--- src/rtl/rename_alloc_ctrl.sv ---
// Rename-stage allocation sequencer: grants free-list pops, forwards commit frees,
// and keeps a circular queue of branch checkpoints used to rewind the free list.
module rename_alloc_ctrl #(
  parameter int N_CKPT = 4,
  parameter int PTR_W  = 8,
  parameter int DEPTH  = 128,
  localparam int IDX_W = $clog2(N_CKPT)
) (
  input  logic             clk,
  input  logic             reset,
  input  logic             alloc_req,
  output logic             alloc_gnt,
  output logic [6:0]       alloc_tag,
  input  logic             free_valid,
  input  logic             br_dispatch,
  output logic             br_gnt,
  output logic [IDX_W-1:0] br_tag,
  output logic             ckpt_full,
  input  logic             res_valid,
  output logic             res_ready,
  input  logic [IDX_W-1:0] res_tag,
  input  logic             res_mispredict,
  output logic             stall,
  output logic             fl_write_en,
  output logic             fl_read_en,
  output logic             fl_spec,
  output logic             fl_mispredict,
  output logic [PTR_W-1:0] fl_re_ptr,
  input  logic [PTR_W-1:0] fl_ptr,
  input  logic             fl_empty
);

  typedef enum logic [1:0] {RUN, RESTORE, SETTLE} state_t;

  state_t            state;
  logic [IDX_W:0]    head, tail, count;
  logic [N_CKPT-1:0] valid, flush_mask;
  logic [PTR_W-1:0]  ckpt_ptr [N_CKPT];
  logic [PTR_W-1:0]  restore_ptr, ckpt_val;
  logic [PTR_W:0]    ptr_sum;
  logic [IDX_W-1:0]  misp_offset, entry_offset;
  logic              in_run, mispredict_req, res_hit, mispredict_ok, resolve_ok, reclaim;

  assign in_run         = (state == RUN);
  assign mispredict_req = res_valid & res_mispredict;
  assign count          = tail - head;
  assign ckpt_full      = (count == (IDX_W+1)'(N_CKPT));

  assign alloc_gnt   = alloc_req & in_run & ~fl_empty & ~mispredict_req;
  assign alloc_tag   = fl_ptr[6:0];
  assign fl_read_en  = alloc_gnt;
  assign fl_write_en = free_valid;
  assign fl_spec     = ~in_run;
  assign stall       = ~in_run | fl_empty | (br_dispatch & ckpt_full);
  assign br_gnt      = br_dispatch & in_run & ~ckpt_full & ~mispredict_req;
  assign br_tag      = tail[IDX_W-1:0];
  assign res_ready   = in_run;

  assign fl_mispredict = (state == RESTORE);
  assign fl_re_ptr     = fl_mispredict ? restore_ptr : '0;

  // A same-cycle allocation is older than the branch, so the checkpoint skips past it.
  assign ptr_sum  = {1'b0, fl_ptr} + {{PTR_W{1'b0}}, alloc_gnt};
  assign ckpt_val = (ptr_sum >= (PTR_W+1)'(DEPTH)) ? PTR_W'(ptr_sum - (PTR_W+1)'(DEPTH))
                                                   : ptr_sum[PTR_W-1:0];

  assign res_hit       = res_valid & in_run & valid[res_tag];
  assign mispredict_ok = res_hit & res_mispredict;
  assign resolve_ok    = res_hit & ~res_mispredict;
  assign reclaim       = (count != '0) & ~valid[head[IDX_W-1:0]];
  assign misp_offset   = res_tag - head[IDX_W-1:0];

  // Entries at or beyond the mispredicted one (in age order from head) are younger.
  always_comb begin
    flush_mask   = '0;
    entry_offset = '0;
    for (int i = 0; i < N_CKPT; i++) begin
      entry_offset  = IDX_W'(i) - head[IDX_W-1:0];
      flush_mask[i] = (entry_offset >= misp_offset);
    end
  end

  always_ff @(posedge clk or posedge reset) begin
    if (reset) begin
      state       <= RUN;
      head        <= '0;
      tail        <= '0;
      valid       <= '0;
      restore_ptr <= '0;
      for (int i = 0; i < N_CKPT; i++) ckpt_ptr[i] <= '0;
    end else begin
      if (reclaim) head <= head + (IDX_W+1)'(1);
      case (state)
        RUN: begin
          if (mispredict_ok) begin
            state       <= RESTORE;
            restore_ptr <= ckpt_ptr[res_tag];
            tail        <= head + {1'b0, misp_offset};
            valid       <= valid & ~flush_mask;
          end else begin
            if (resolve_ok) valid[res_tag] <= 1'b0;
            if (br_gnt) begin
              valid[tail[IDX_W-1:0]]    <= 1'b1;
              ckpt_ptr[tail[IDX_W-1:0]] <= ckpt_val;
              tail                      <= tail + (IDX_W+1)'(1);
            end
          end
        end
        RESTORE: state <= SETTLE;
        SETTLE:  state <= RUN;
        default: state <= RUN;
      endcase
    end
  end

endmodule

--- config.mk ---
export PLATFORM = sky130hd
export DESIGN_NAME = rename_alloc_ctrl
export DESIGN_NICKNAME = d
export VERILOG_FILES = /design/src/rtl/rename_alloc_ctrl.sv
export SDC_FILE = /design/constraint.sdc
export NUM_CORES = 1
export LEC_CHECK = 0
export BUFFER_PORTS_ARGS = -buffer_cell sky130_fd_sc_hd__clkbuf_2
export CORE_ASPECT_RATIO = 1.2
export CORE_MARGIN = 2
export CORE_UTILIZATION = 60
export DETAILED_ROUTE_END_ITERATION = 12
export PLACE_DENSITY = 0.95
export SYNTH_ARGS = -nofsm -noshare
export SYNTH_HDL_FRONTEND = slang
export SYNTH_SLANG_ARGS = --single-unit
--- constraint.sdc ---
create_clock -name clk -period 4.56 [get_ports clk]
set_clock_uncertainty 0.05 [all_clocks]
set_input_delay 0.456 -clock clk [delete_from_list [all_inputs] [get_ports clk]]
set_output_delay 0.456 -clock clk [all_outputs]
set_load 0.05 [all_outputs]
# Word level (Yosys, flattened, before mapping)
# Cells that the tools add are included.
# totals
latchBits	0
ramBits	0
input_bits	18
memories	0
rom_bits	0
reg_bits	52
wordCells	99
out_inout_bits	26
# classes
bitwise_logic	29
div_mod_pow	0
reduce_logical	9
multipliers	0
n_shift	0
muxes	25
order_cmp	13
n_eq_ne	3
addsub	11
# op_table
operator	count
2-to-1 mux 8 bit	5
bitwise mux 32 bit	1
2-to-1 mux 4 bit	5
binary-select mux 8 bit (select 2 bit)	1
demux 8 bit (select 2 bit)	1
bitwise AND 1 bit	13
adder 8 x 1 -> 9 bit	1
>= comparator 9 x 8 -> 1 bit (second input constant)	1
< comparator 2 x 3 -> 1 bit (second input constant)	3
bitwise AND 4 bit	2
>= comparator 2 bit	4
NOT 4 bit	2
subtractor 8 bit (second input constant)	1
NOT 1 bit	7
adder 3 x 1 -> 3 bit (second input constant)	2
>= comparator 3 bit (second input constant)	2
2-to-1 mux 3 bit	2
NOT 2 -> 3 bit	2
binary-select mux 1 bit (select 2 bit)	2
demux 1 bit (select 2 bit)	2
>= comparator 2 x 1 -> 1 bit (second input constant)	2
2-to-1 mux 1 bit	4
OR 4 bit	1
case mux 2 bit (2 select lines)	1
17 further kinds	23

# Logic depth before layout (Yosys ltp)
# Gate-level depths: netlist of run 1.
# depth
ltp_word	12
depth_mapped	9

# Worst setup path before layout of run 1
# OpenSTA, ideal clock, no wires.
# synth_path
path_type	register to register
startpoint	reg state[1]
endpoint	reg ckpt_ptr[22] (netlist name)
required_ns	4.385
t_arrival_ns	4.157
path_stages_with_launch	10
synth_period_minus_slack_ns	4.332
slack_ns	0.228
path_cell_list	dfrtp_1 nor2_1 inv_1 nor3_1 ha_1 ha_1 nand3_1 nor2_1 xor2_1 mux2_2
# synth_via
elab_chain_cells	8
# synth_lines
element	line	rtl
start, declared	35	state_t state;
start signal, assigned	85	state <= RUN;
start signal, assigned	96	state <= RESTORE;
start signal, assigned	109	RESTORE: state <= SETTLE;
logical NOT 2 bit *	44	assign in_run = (state == RUN);
named net res_ready	20	output logic res_ready,
bitwise AND 1 bit * (3 in a row)	49	assign alloc_gnt = alloc_req & in_run & ~fl_empty & ~mispredict_req;
named net alloc_gnt	12	output logic alloc_gnt,
adder 8 x 1 -> 9 bit *	63	assign ptr_sum = {1'b0, fl_ptr} + {{PTR_W{1'b0}}, alloc_gnt};
subtractor 8 bit / >= comparator 9 x 8 -> 1 bit (equally long branches)	64	assign ckpt_val = (ptr_sum >= (PTR_W+1)'(DEPTH)) ? PTR_W'(ptr_sum - (PTR_W+1)'(DEPTH))
2-to-1 mux 8 bit *	64	
bitwise mux 32 bit *	104	ckpt_ptr[tail[IDX_W-1:0]] <= ckpt_val;
end signal, assigned by index	104	
end, declared	38	logic [PTR_W-1:0] ckpt_ptr [N_CKPT];
# The timed path passes the listed nets; every way through them passes the cells marked *.
# A chain may end at the register's enable or synchronous reset.

# Worst setup path after layout of run 1
# layout_path
startpoint	reg head[1]
endpoint	out stall
# layout_via
elab_chain_cells	4
# layout_lines
element	line	rtl
start, declared	36	logic [IDX_W:0] head, tail, count;
start signal, assigned	92	if (reclaim) head <= head + (IDX_W+1)'(1);
subtractor 3 bit	46	assign count = tail - head;
equality test 3 bit	47	assign ckpt_full = (count == (IDX_W+1)'(N_CKPT));
bitwise AND 1 bit	54	assign stall = ~in_run | fl_empty | (br_dispatch & ckpt_full);
OR 1 bit	54	
end, declared	23	output logic stall,
# Every way passes these cells.

==> results of run 1 <==
## worst reg2reg max path, stage by stage (launching register included)
cell	delay, ns
dfrtp_1	0.43
nor2_1	0.27
inv_1	0.13
nor3_1	0.51
ha_1	0.25
ha_1	0.18
nand3_1	0.12
nor2_1	0.18
xor2_1	0.30
mux2_2	0.22
## logic make-up after synthesis
family	Yosys count
mux	52
fa+ha+maj	17
xor+xnor	13
simple gates	41
flops	52
compound gates	20
buf+inv	33
## stage by stage
step | utilization (%) | hold slack (ns) | cells
finish | 68.2 | 0.335 | 316
CTS | 68.2 | 0.368 | 316
global placement | 65.8 | 0.420 | 308
floorplan | - | 0.404 | 228
global route | 68.2 | 0.422 | 316
detailed placement | 65.8 | 0.436 | 308
## power groups by stage
stage / Combinational (mW) / Sequential, mW / Clock (mW)
finish: 1.02 / 0.814 / 0.317
floorplan: 0.851 / 0.770 / 0
global route: 1.10 / 0.841 / 0.340
global placement: 0.957 / 0.801 / 0
CTS: 1.02 / 0.813 / 0.321
detailed placement: 1.02 / 0.821 / 0
## cells in the mapped netlist (all sizes together), types with 2 or more instances
library cell,instances
and2,12
mux2,40
nand2b,2
nand3,4
ha,14
inv,14
clkbuf,2
dfrtp,52
xnor2,10
a21oi,5
o22ai,2
buf,17
o21ai,5
a31oi,2
nand4,2
mux2i,3
nor2,6
nor2b,4
mux4,9
fa,3
xor2,3
nand2,7
## metal layers
layer,share of wire (%),vias to the layer above
li1,-,837
met5,0,-
met4,2.3,0
met3,4.1,12
met1,40,961
met2,53,49
## layout make-up
type / instances / area share [%]
multi-input combinational: 143 / 44.8
clock inverter: 3 / 1.35
timing repair buffer: 41 / 6.50
sequential: 52 / 41.2
tap: 58 / 2.30
inverter: 14 / 1.67
clock buffer: 5 / 2.18
## flip-flops by register name, summed over array words and instances, names as in the netlist
register,cells
ckpt_ptr,32
head,3
restore_ptr,8
state,2
tail,3
valid,4
## final timing paths
kind	startpoint	to	slack, ns	cells past startpoint
min in group clk	br_dispatch	valid[3]	0.44	3
max in group asynchronous	reset	ckpt_ptr[29]	3.47	2
hold / removal	reset	ckpt_ptr[31]	0.34	2
hold reg to reg	restore_ptr[5]	restore_ptr[5]	0.46	1
setup reg to reg	state[1]	ckpt_ptr[14]	1.87	9
setup / recovery	head[1]	stall	1.76	7
==> results.yml, run 1 <==
logic_synthesis:
  synth_simple_gate_area_share_pct: 7.87
  yosysUniqueCellTypes: 37
  synth_top_family_by_area: "multiplexers"
  synth_edf_count: 0
  synth_ff_type: "dfrtp_1"
  syn_area_per_cell_sq_um: 12.7
  yosys_warnings: 0
  synth_fp_nets: 263
  synth_top_area_share_pct: 45.0
  synth_fa_ha_area_share_pct: 8.13
  synth_compound_area_share_pct: 5.02
  yosys_register_bits: 52
  synthMuxAreaShare_pct: 23.6
  synthTopCellsByArea: "dfrtp_1, mux2_2, mux4_2, ha_1, buf_4"
  synth_xor_area_share_pct: 4.20
  ys_seq_area_share_pct: 45.0
  syn-cell-area_sq_um: 2890
  synth.largest_area_cell: "dfrtp_1"
  async_flop_share_pct: 100
  synth_cells: 228
die:
  fp.dieW_microns: 67.4
  start_util_pct: 62.5
  die_area_sq_um: 5390
  die_y_microns: 80.1
  fp.coreArea_sq_um: 4630
  ios: 44
  rows: 27
clock_network:
  cts_resized: 0
  cts_root_buf: "clkbuf_8"
  cts_hold_buf: 0
  h-tree-depth: 2
  clock_sinks: 52
  cts_setup_buffers: 0
  clockBufferDepth: 2
  cts_tree: "built"
  clkTransAtPathRegs_ns: 0.10
  numCtsBuffers: 5
  clock_latency_ns: 0.31
detailed_routing:
  wl_per_cell_microns: 18.6
  dr.pass1.iters: 4
  vias: 1859
  ant_nets: 0
  drtIter0Drc: 72
  remaining_drc_errors: 0
  viasPerCell: 5.88
  wirelength_microns: 5890
worst_setup_path:
  critPathBufInv: 2
  worstPathRequired_ns: 4.05
  crit_top_cell: "nor2b_1"
  worst-path-max-fanout: 5
  cp.arrival_ns: 2.29
  slowest_delay_ns: 0.47
  cp_top_family: "simple AND/OR/NAND/NOR gates"
  critPathCaptureType: "output pin"
  slowest_stage: "dfrtp_1"
  critPathKind: "register to output pin"
  startpoint_type: "register"
  crit_chain: "inv_1 -> ha_1 -> nor2b_1 -> xnor2_2 -> nor2b_1 -> a211o_1 -> clkbuf_2"
power:
  total_power_mw: 2.15
  p_seq_share_pct: 37.8
  power_density_nw_per_um2: 682
  power_frac_comb_pct: 47.4
  pwr-share-clk_pct: 14.7
  switching_share_pct: 39.8
  p_int_mw: 1.30
  p_leak_nw: 1.49
  peakVddDrop_mv: 0.409
  p_sw_uw: 855
finish:
  multi_input_area_sq_um: 1410
  seq_area_sq_um: 1300
  final_common_cell: "dfrtp_1"
  final_layout_size_suffix_gt1_share_pct: 39.9
  final_area_sq_um: 3160
  fin_nets: 292
  nFillCells: 330
  syn_to_final_growth_pct: 9.08
  final_cell_mix: "dfrtp_1, clkbuf_2, mux2_2"
  diodes: 0
global_routing:
  antenna_found_initial: 0
  grt_pass1_wl_microns: 9540
  overflow: 0
  grt_use_total_pct: 24.8
  grt_use_met2_pct: 42.0
  gr-usage-met1_pct: 31.6
  met3_usage_pct: 5.04
  grt_max_degree: 53
  grt_pass1_vias: 1918
  top_usage_layer: "met2"
sta:
  finalHoldViolCount: 0
  fin_tns_setup_ns: 0
  worstMarginPinSlew_ns: 1.06
  finalWorstSetupSlack_ns: 1.76
  setup_viol: 0
  finalCriticalPeriod_ns: 2.80
  relSlewSlack_pct: 29.4
  timing.final.crit_share_pct: 61.3
  max_freq_mhz: 358
  rsz0062_at_grt: "no"
  slew_viol_final: 0
job:
  drv_cap: 0
outcome:
  status: "complete, no violations"
place:
  gp_congestion: 0.901
  dpl_cell_area_sq_um: 3040
  port_buffers: 41
  dp_slack_ns: 1.85
  hpwl_microns: 4250
min_path:
  hold_class: "primary input to asynchronous set/reset pin"
Power figures use the tool's default switching activity.
==> run 2: changes to the inputs <==
--- a/config.mk
+++ b/config.mk
@@ -8,9 +8,9 @@
 export BUFFER_PORTS_ARGS = -buffer_cell sky130_fd_sc_hd__clkbuf_2
 export CORE_ASPECT_RATIO = 1.2
 export CORE_MARGIN = 2
-export CORE_UTILIZATION = 60
+export CORE_UTILIZATION = 51
 export DETAILED_ROUTE_END_ITERATION = 12
-export PLACE_DENSITY = 0.95
+export PLACE_DENSITY = 0.87
 export SYNTH_ARGS = -nofsm -noshare
 export SYNTH_HDL_FRONTEND = slang
 export SYNTH_SLANG_ARGS = --single-unit
==> constraint.sdc (replaced) <==
create_clock -name clk -period 2.3 [get_ports clk]
set_clock_uncertainty 0.05 [all_clocks]
set_input_delay 0.23 -clock clk [delete_from_list [all_inputs] [get_ports clk]]
set_output_delay 0.23 -clock clk [all_outputs]
set_load 0.05 [all_outputs]
==> results.yml, run 2 (synthesis results as in run 1) <==
die:
  ios: 44
  fp.dieW_microns: 72.8
  rows: 30
  die_area_sq_um: 6290
  die_y_microns: 86.5
  fp.coreArea_sq_um: 5560
  start_util_pct: 52.1
worst_setup_path:
  cp.arrival_ns: 1.96
  critPathKind: "register to output pin"
  worstPathRequired_ns: 2.02
  crit_chain: "ha_1 -> nor2b_2 -> xnor2_2 -> nor2b_4 -> a211o_1 -> buf_4"
  worst-path-max-fanout: 5
  startpoint_type: "register"
  critPathCaptureType: "output pin"
  slowest_delay_ns: 0.46
  slowest_stage: "dfrtp_2"
global_routing:
  overflow: 0
  grt_pass1_vias: 2057
  grt_max_degree: 28
  antenna_found_initial: 0
  grt_pass1_wl_microns: 9520
  grt_use_total_pct: 20.1
detailed_routing:
  wl_per_cell_microns: 16.9
  ant_nets: 0
  wirelength_microns: 5820
  dr.pass1.iters: 4
  remaining_drc_errors: 0
  drtIter0Drc: 98
  viasPerCell: 5.55
  vias: 1909
clock_network:
  clockBufferDepth: 2
  h-tree-depth: 2
  clock_latency_ns: 0.31
  cts_root_buf: "clkbuf_8"
  cts_tree: "built"
  clock_sinks: 52
  clkTransAtPathRegs_ns: 0.08
  numCtsBuffers: 5
sta:
  worstMarginPinSlew_ns: 0.406
  slew_viol_final: 0
  fin_tns_setup_ns: 0
  relSlewSlack_pct: 72.8
  timing.final.crit_share_pct: 97.5
  finalCriticalPeriod_ns: 2.24
  max_freq_mhz: 446
  finalHoldViolCount: 0
  setup_viol: 0
finish:
  final_common_cell: "dfrtp_1"
  final_cell_mix: "dfrtp_1, mux2_2, clkbuf_2"
  biggestRegsByFlops: "ckpt_ptr: 32 flops, restore_ptr: 8 flops, valid: 4 flops"
  diodes: 0
  fin_nets: 314
  largest-register: "ckpt_ptr"
  final_area_sq_um: 3360
  largest_reg_flops: 32
  syn_to_final_growth_pct: 16.3
  multi_input_area_sq_um: 1450
  final_layout_size_suffix_gt1_share_pct: 47.1
  nFillCells: 422
  seq_area_sq_um: 1300
outcome:
  status: "complete, no violations"
power:
  peakVddDrop_mv: 0.539
  power_frac_comb_pct: 52.7
  switching_share_pct: 39.2
  p_leak_nw: 1.61
  pwr-share-clk_pct: 11.7
  p_seq_share_pct: 35.7
  p_int_mw: 2.67
  p_sw_mw: 1.72
  power_density_nw_per_um2: 1310
min_path:
  hold_class: "primary input to register"
place:
  gp_congestion: 0.972
  dpl_cell_area_sq_um: 3230
  port_buffers: 41
  hpwl_microns: 4410
job:
  drv_cap: 0
run 2: cell types whose count changed in the layout (fill, tap and decap cells not counted), moves of 2 or more:
cell      delta
dfrtp_2      +2
nor2_1       -2
clkbuf_2     -2
nor2b_1      -2
dfrtp_1      -2
buf_4       +21
run 2: final timing paths:
check / start / to / slack, ns / cells past startpoint
max: head[0] / stall / 0.06 / 6
min: res_valid / valid[1] / 0.21 / 3
max reg2reg: head[0] / ckpt_ptr[4] / 0.10 / 8
min reg2reg: restore_ptr[3] / restore_ptr[3] / 0.45 / 1
max in group asynchronous: reset / ckpt_ptr[27] / 1.29 / 4
min in group asynchronous: reset / ckpt_ptr[25] / 0.31 / 3
run 2: cell type report:
class	count	area share [%]
Timing Repair Buffer	63	11.5
Sequential cell	52	38.8
Clock inverter	2	0.409
Clock buffer	6	2.16
Tap cell	64	2.38
Multi-Input combinational cell	143	43.2
Inverter	14	1.56
run 2: through the flow:
step / util (%) / total power [mW] / setup WS [ns] / std cells / hold WS (ns)
5_1_grt: 60.5 / 4.67 / -0.00575 / 344 / 0.222
3_5_place_dp: 58.1 / 3.78 / 0.0817 / 332 / 0.0956
4_1_cts: 60.0 / 4.36 / 0.00164 / 342 / 0.207
6_report: 60.5 / 4.40 / 0.0585 / 344 / 0.211
2_1_floorplan: - / 3.26 / -0.619 / 228 / 0.357
3_3_place_gp: 58.1 / 3.69 / 0.195 / 332 / 0.0892
run 2: worst max-delay path: cells and delay by family (launching register included):
kind                     cells  cell delay [ns]
XOR/XNOR                     1             0.24
buffers and inverters        1             0.19
AND/OR/NAND/NOR              2             0.43
adder cells (fa/ha/maj)      1             0.21
flip-flops                   1             0.46
AO/OA/AOI/OAI                1             0.14
run 2: power by group through the flow:
stage | Combinational (mW) | Sequential [mW] | Clock, mW
after detailed placement | 2.20 | 1.59 | 0
after CTS | 2.27 | 1.57 | 0.525
after floorplan | 1.73 | 1.53 | 0
after global routing | 2.50 | 1.62 | 0.556
after global placement | 2.14 | 1.55 | 0
final | 2.31 | 1.57 | 0.512
run 2: repair_timing:
| item | CTS | global route |
|---|---|---|
| pin swaps | 1 | 3 |
| buffers inserted | 1 | 2 |
| hold endpoints to repair | 8 | 0 |
| setup endpoints to repair | 1 | 11 |
| gates resized for setup | 1 | 8 |
| hold buffers | 1 | 0 |
run 2: metal layers:
| metal | wire length (microns) | GRT usage [%] | part of all wire, % | up-vias |
|---|---|---|---|---|
| met5 | 0 | 0 | 0 | - |
| met4 | 152 | 10.9 | 2.6 | 0 |
| met3 | 149 | 3.02 | 2.6 | 10 |
| met2 | 3170 | 34.4 | 54 | 38 |
| met1 | 2350 | 24.1 | 40 | 981 |
| li1 | - | - | - | 880 |
